[src/rtl/win_scan_ctrl_pkg.sv]
// Shared constants and FSM encoding for the
// 3x3 window scan controller.
package win_scan_ctrl_pkg;

  localparam int IMG_W     = 256;
  localparam int IMG_H     = 32;
  localparam int PAD_W     = IMG_W + 2;
  localparam int FRAME_PIX = IMG_W * IMG_H;
  localparam int PIPE_LAT  = 3;

  typedef enum logic [1:0] {
    S_IDLE  = 2'd0,
    S_RUN   = 2'd1,
    S_DRAIN = 2'd2,
    S_DONE  = 2'd3
  } state_t;

endpackage

[src/rtl/win_scan_ctrl_valid_delay.sv]
// Valid delay line: a read strobe re-emerges
// DEPTH cycles later as the matching result strobe.
module valid_delay #(
  parameter int DEPTH = 3
) (
  input  logic clk,
  input  logic rst_n,
  input  logic din,
  output logic dout
);

  logic [DEPTH-1:0] sr;

  // Shift the strobe one stage per cycle; reset drops in-flight windows
  always_ff @(posedge clk) begin
    if (!rst_n) begin
      sr <= '0;
    end else begin
      sr[0] <= din;
      for (int i = 1; i < DEPTH; i++) begin
        sr[i] <= sr[i-1];
      end
    end
  end

  assign dout = sr[DEPTH-1];

endmodule

[src/rtl/win_scan_ctrl.sv]
// Raster scan controller: issues one padded 3x3
// window read per cycle and writes filter results back.
module win_scan_ctrl #(
  parameter int IMG_W    = win_scan_ctrl_pkg::IMG_W,
  parameter int IMG_H    = win_scan_ctrl_pkg::IMG_H,
  parameter int PAD_W    = win_scan_ctrl_pkg::PAD_W,
  parameter int PIPE_LAT = win_scan_ctrl_pkg::PIPE_LAT
) (
  input  logic        clk,
  input  logic        rst_n,
  input  logic        start,
  input  logic        pause,
  output logic        rd_en,
  output logic [13:0] rd_base,
  output logic        wr_en,
  output logic [12:0] wr_addr,
  output logic        busy,
  output logic        done
);

  import win_scan_ctrl_pkg::*;

  localparam int CW   = (IMG_W > 1) ? $clog2(IMG_W) : 1;
  localparam int RW   = (IMG_H > 1) ? $clog2(IMG_H) : 1;
  localparam int NPIX = IMG_W * IMG_H;

  localparam logic [CW-1:0] COL_LAST  = CW'(IMG_W - 1);
  localparam logic [RW-1:0] ROW_LAST  = RW'(IMG_H - 1);
  localparam logic [13:0]   WRAP_STEP = 14'(PAD_W - IMG_W + 1);
  localparam logic [12:0]   ADDR_LAST = 13'(NPIX - 1);

  state_t state;
  state_t state_nx;

  logic [CW-1:0] col;
  logic [RW-1:0] row;
  logic [13:0]   base;
  logic          kick;
  logic          issue;
  logic          last_issue;
  logic          last_write;
  logic          wr_vld;

  assign kick       = (state == S_IDLE) && start;
  assign issue      = (state == S_RUN) && !pause;
  assign last_issue = issue && (col == COL_LAST)
                      && (row == ROW_LAST);
  assign last_write = wr_vld && (wr_addr == ADDR_LAST);

  // State register
  always_ff @(posedge clk) begin
    if (!rst_n) begin
      state <= S_IDLE;
    end else begin
      state <= state_nx;
    end
  end

  // Next-state decode
  always_comb begin
    state_nx = state;
    unique case (state)
      S_IDLE:  if (start)      state_nx = S_RUN;
      S_RUN:   if (last_issue) state_nx = S_DRAIN;
      S_DRAIN: if (last_write) state_nx = S_DONE;
      S_DONE:                  state_nx = S_IDLE;
      default:                 state_nx = S_IDLE;
    endcase
  end

  // Status outputs decoded from state
  always_comb begin
    busy = (state == S_RUN) || (state == S_DRAIN);
    done = (state == S_DONE);
  end

  // Raster position; base tracks row*PAD_W+col by increments
  always_ff @(posedge clk) begin
    if (!rst_n) begin
      col  <= '0;
      row  <= '0;
      base <= '0;
    end else if (kick) begin
      col  <= '0;
      row  <= '0;
      base <= '0;
    end else if (issue) begin
      if (col == COL_LAST) begin
        col  <= '0;
        row  <= row + 1'b1;
        base <= base + WRAP_STEP;
      end else begin
        col  <= col + 1'b1;
        base <= base + 14'd1;
      end
    end
  end

  // Registered read strobe and address of the issued window
  always_ff @(posedge clk) begin
    if (!rst_n) begin
      rd_en   <= 1'b0;
      rd_base <= '0;
    end else begin
      rd_en <= issue;
      if (kick) begin
        rd_base <= '0;
      end else if (issue) begin
        rd_base <= base;
      end
    end
  end

  valid_delay #(
    .DEPTH (PIPE_LAT)
  ) u_dly (
    .clk   (clk),
    .rst_n (rst_n),
    .din   (rd_en),
    .dout  (wr_vld)
  );

  assign wr_en = wr_vld;

  // Result address advances once per completed write
  always_ff @(posedge clk) begin
    if (!rst_n) begin
      wr_addr <= '0;
    end else if (kick) begin
      wr_addr <= '0;
    end else if (wr_vld) begin
      wr_addr <= wr_addr + 13'd1;
    end
  end

endmodule

[config.mk]
export PLATFORM = sky130hd
export DESIGN_NAME = win_scan_ctrl
export DESIGN_NICKNAME = d
export VERILOG_FILES = /design/src/rtl/win_scan_ctrl_pkg.sv /design/src/rtl/win_scan_ctrl_valid_delay.sv /design/src/rtl/win_scan_ctrl.sv
export SDC_FILE = /design/constraint.sdc
export NUM_CORES = 1
export LEC_CHECK = 0
export CAP_MARGIN = 10
export CELL_PAD_IN_SITES_DETAIL_PLACEMENT = 1
export CELL_PAD_IN_SITES_GLOBAL_PLACEMENT = 2
export CORE_MARGIN = 1
export CORE_UTILIZATION = 29
export CTS_CLUSTER_DIAMETER = 60
export DETAILED_ROUTE_END_ITERATION = 8
export PLACE_DENSITY = 0.7
export SLEW_MARGIN = 20
export SYNTH_ARGS = -nofsm -noshare
export SYNTH_HDL_FRONTEND = slang
export SYNTH_SLANG_ARGS = --single-unit
export TNS_END_PERCENT = 5
[constraint.sdc]
create_clock -name clk -period 1.96 [get_ports clk]
set_clock_uncertainty 0.05 [all_clocks]
set_input_delay 0.196 -clock clk [delete_from_list [all_inputs] [get_ports clk]]
set_output_delay 0.196 -clock clk [all_outputs]
set_load 0.03 [all_outputs]
* Yosys cells after proc, flatten, opt, wreduce, memory -nomap -nowiden
Index checks and enable logic that the tools add are counted.
** Word-level totals
- Flip-flop bits (word level) :: 60
- Input port bits :: 4
- Output and inout port bits :: 31
- Logic and storage cells :: 40
** Cells by class
- Add/sub/neg operators :: 5
- Equal/unequal tests :: 9
- Multiplexer cells :: 6
- Bitwise gates (word level) :: 1
- Reduce and logical (&&, ||, !) cells :: 11
** Operators with widths (count)
- $add 14x1->14 const B :: 1
- $add 14x2->14 const B :: 1
- $mux 14 :: 1
- $add 13x1->13 const B :: 1
- $eq 13x13->1 const B :: 1
- $add 8x1->8 const B :: 1
- $eq 8x8->1 const B :: 1
- $mux 8 :: 1
- $pmux 2 s4 :: 1
- $mux 2 :: 3
- $ne 2x2->1 const B :: 3
- $add 5x1->5 const B :: 1
- $eq 5x5->1 const B :: 1
- $logic_and 1x1->1 :: 5
- $eq 2x2->1 const B :: 2
- $reduce_and 3->1 :: 1
- $eq 2x1->1 const B :: 1
- $logic_not 2->1 :: 1
- $reduce_and 2->1 :: 1
- $reduce_or 2->1 :: 1
- $logic_not 1->1 :: 1
- $logic_or 1x1->1 :: 1
- $not 1->1 :: 1

* Depth between registers and ports, before layout
- Depth after elaboration :: 6
- Mapped depth :: 8
- Depth with buffers taken out :: 8

* Cells and area by module
From an unflattened synthesis, not the netlist that was laid out.
** Unflattened totals
- Cells, all modules :: 301
- Area total of the unflattened synthesis :: 2713.9 um^2
** Modules (own cells, without submodules)
- win_scan_ctrl :: instances 1, cells each 295, area an instance 2635.0 um^2
- valid_delay :: instances 1, cells each 6, area an instance 78.8 um^2

* Least setup slack after synthesis
OpenSTA, ideal clock, no wires.
- Path type :: register -> register
- Start point :: register col[0]
- End point :: register base[11]
- Arrival time :: 1.860 ns
- Data required time :: 1.794 ns
- Slack :: -0.066 ns
- Stages on the path, launching flop included :: 9
- Path buffers :: 0
- Clock period less this slack :: 2.026 ns
- Path through :: dfxtp_1 -> ha_1 -> nand3_1 -> nor2_1 -> ha_1 -> a21oi_1 -> nor4_2 -> a31oi_1 -> a41o_1
** Between the ends
- Word-level cells in the longest chain between the ends :: 2
** Ends and longest elaborated chain
- from (decl) :: RTL line win_scan_ctrl.sv:35 : logic [CW-1:0] col;
- from (signal assigned) :: RTL line win_scan_ctrl.sv:93 : col <= col + 1'b1;
- $eq 8x8->1 :: RTL line win_scan_ctrl.sv:88 : if (col == COL_LAST) begin
- $mux 14 :: RTL line win_scan_ctrl.sv:88
- to (signal assigned) :: RTL line win_scan_ctrl.sv:91 : base <= base + WRAP_STEP;
- to (signal assigned) :: RTL line win_scan_ctrl.sv:94 : base <= base + 14'd1;
- to (decl) :: RTL line win_scan_ctrl.sv:37 : logic [13:0] base;
Every way passes these cells.
A chain may end at the register's enable or synchronous reset.

* Final worst setup path
- Start point :: register col[1]
- End point :: register base[10]
The elaborated chain is that of the path after synthesis.

==> impl_metrics.yaml <==
status:
  run_status: "finished clean"
sta:
  setup_ws_ns: 0.123
  drv_slew: 0
  finalHoldViolCount: 0
  final-setup-viol-count: 0
  grt_setup_unrepaired: "yes"
  finalSetupTns_ns: 0
  min_period_ns: 1.84
  fmax_mhz: 544
  fin_crit_sh: 0.937
  relSlewSlack: 0.747
  tightestPinTransition_ns: 0.376
pwr:
  clkPwrFrac: 0.352
  powerDensity_mw_per_mm2: 818
  p_sw_uw: 832
  power_uw: 2800
  irDropWorstVdd_mv: 0.568
  pwr-share-seq: 0.455
  comb_power_share: 0.193
  p_int_uw: 1970
  swShare: 0.297
  p_leak_uw: 0.00116
global_routing:
  grtUsageMet3: 0.0332
  grt_pass1_vias: 2125
  use_met2: 0.214
  grt_util_all_layers: 0.149
  gr-max-usage-layer: "met2"
  grt-ovfl-total: 0
  grt_pass1_wl_mm: 10.4
  antenna_found_initial: 0
  use_met1: 0.208
  grt_max_degree: 21
routing:
  drt-vias-per-instance: 4.71
  routed_wl_mm: 6.11
  vias: 2206
  wl_per_cell_um: 13.1
  ant_nets: 0
  drt_iter0_drc: 77
  firstDrtPassIters: 4
  drc: 0
placement:
  place_hpwl_mm: 4.54
  dp_slack_ns: 0.00663
  port_buffers: 34
  gp_congestion: 0.736
synthesis:
  synth-main-ff-cell: "dfxtp_1"
  synth_common_cells: "dfxtp_1 (60), nand2_1 (48), nor2_1 (33)"
  synth_most_common_cell: "dfxtp_1"
  syn-num-nets: 312
  synth.distinct_cells: 36
  avgSynthCellArea_um2: 8.66
  synth_edf_count: 0
  ys_warn_count: 0
  yosysSeqAreaShare: 0.467
  synthArstFlopShare: 0
  synth.cell_area_mm2: 0.00257
  netlist_top_cells_area: "dfxtp_1 (47%), nand2_1 (7.0%), xnor2_1 (6.5%)"
  netlist.area_leader.share: 0.467
  yosysTopAreaCell: "dfxtp_1"
  synth_seq_cells: 60
  syn_inst: 297
finish:
  nets: 374
  diodes: 0
  drive_gt1_frac: 0.157
  utilization: 0.409
  synthToLayoutAreaGrowth_pct: 33.3
setup_path:
  reg2reg_to: "base[10]"
  start_kind: "flop"
  rrSetupSlack_ns: 0.12
  crit_required_ns: 2.14
  r2r-start: "col[1]"
  crit_type: "reg2reg"
  cp_max_fo: 4
  ff2ff_path_depth: 8
  worstPathArrival_ns: 2.01
  cp-end-kind: "flop"
clock_network:
  cts-root-buf: "clkbuf_8"
  postCtsHoldBufs: 0
  cts.sinks: 60
  path_clk_slew_ns: 0.07
  cts-htree-levels: 3
  clockBufferDepth: 2
  clkLatencyLatePin_ns: 0.33
  cts_tree: "built"
  cts-buffers-inserted: 9
die:
  initial_utilization: 0.307
  placeableCoreArea_mm2: 0.00838
  num_rows: 33
  io_pins: 35
  fp.dieH_um: 96.2
  fp.dieW_um: 96.2
  die_area_mm2: 0.00925
min_path:
  hold_class: "reg2reg"
  hold_start: "u_dly.sr[0]"
  worstHoldPathCells: 1
  whs_endpoint: "u_dly.sr[1]"
job:
  maxCapViolations: 0
worst max-delay path, cell delays in order, from the launching register on:
cell and delay (ns):
dfxtp_1 0.35, ha_2 0.21, nand3_4 0.09, nor2_4 0.12
fa_1 0.23, nand3_1 0.18, nor4_2 0.29, xnor2_1 0.15
nor2_1 0.06
cell type report:
class                           count  area (µm²)
Fill cell                        1009        4950
Inverter                           10        37.5
Sequential cell                    60        1200
Clock inverter                      2        10.0
Tap cell                          105         131
Clock buffer                       13         159
Timing Repair Buffer               61         542
Multi-Input combinational cell    217        1350
worst max path at each step:
| stage | start | to | slack (ns) |
|---|---|---|---|
| 6_report | col[1] | base[10] | 0.12 |
| 3_3_place_gp | wr_addr[1] | state[1] | 0.06 |
| 4_1_cts | col[1] | base[10] | 0.02 |
| 5_1_grt | col[1] | base[10] | -0.01 |
| 2_1_floorplan | col[0] | base[11] | -0.01 |
| 3_5_place_dp | col[1] | base[12] | 0.007 |
cell families after synthesis:
family | after synthesis | synth area share
AND/OR/NAND/NOR | 137 | 0.253
buffers and inverters | 20 | 0.0292
adder cells (fa/ha/maj) | 11 | 0.0564
XOR/XNOR | 27 | 0.0919
multiplexers | 4 | 0.0156
AO/OA/AOI/OAI | 38 | 0.0866
flip-flops | 60 | 0.467
power groups by stage:
stage	clock network (µW)	logic (µW)	registers (µW)
2_1_floorplan	0	338	1310
4_1_cts	1040	556	1280
3_5_place_dp	0	565	1300
5_1_grt	1090	615	1280
6_report	987	541	1280
3_3_place_gp	0	557	1300
registers in the layout (all words and copies together), names as in the netlist:
register  cells
base         14
row           5
col           8
rd_en         1
state         2
rd_base      14
wr_addr      13
u_dly.sr      3
cells in the final DEF, fill, tap and decap left out, types with 2 or more instances in the layout:
cell,count
a21oi_1,23
a31oi_1,2
and2_1,4
buf_4,27
clkbuf_1,2
clkbuf_8,11
clkdlybuf4s50_1,33
clkinv_2,2
dfxtp_1,58
dfxtp_2,2
ha_1,7
ha_2,3
inv_1,10
mux2i_1,4
nand2_1,48
nand2b_1,2
nand3_1,9
nand4_1,7
nor2_1,32
nor2b_1,2
nor3_1,9
nor4_1,6
nor4_2,4
o211a_1,2
o21ai_0,5
or3_1,5
xnor2_1,19
xor2_1,8
per-stage QoR:
step	std cells	hold slack, ns	area (µm²)
after global routing	468	0.407	3430
after CTS	468	0.399	3410
after floorplan	297	0.362	2590
final	468	0.393	3430
after global placement	453	0.367	3230
after detailed placement	453	0.382	3230
per-layer routing:
layer,part of all wire,routed length (µm)
met5,0,0
met4,0.019,114
met3,0.026,156
met2,0.42,2570
met1,0.54,3270
timing repair:
action | CTS | global route
endpoints found under the setup margin | 2 | 11
pin swaps | 0 | 2
setup buffers | 0 | 0
resized for setup | 2 | 6
No activity file was read; power rests on OpenSTA's default activity.
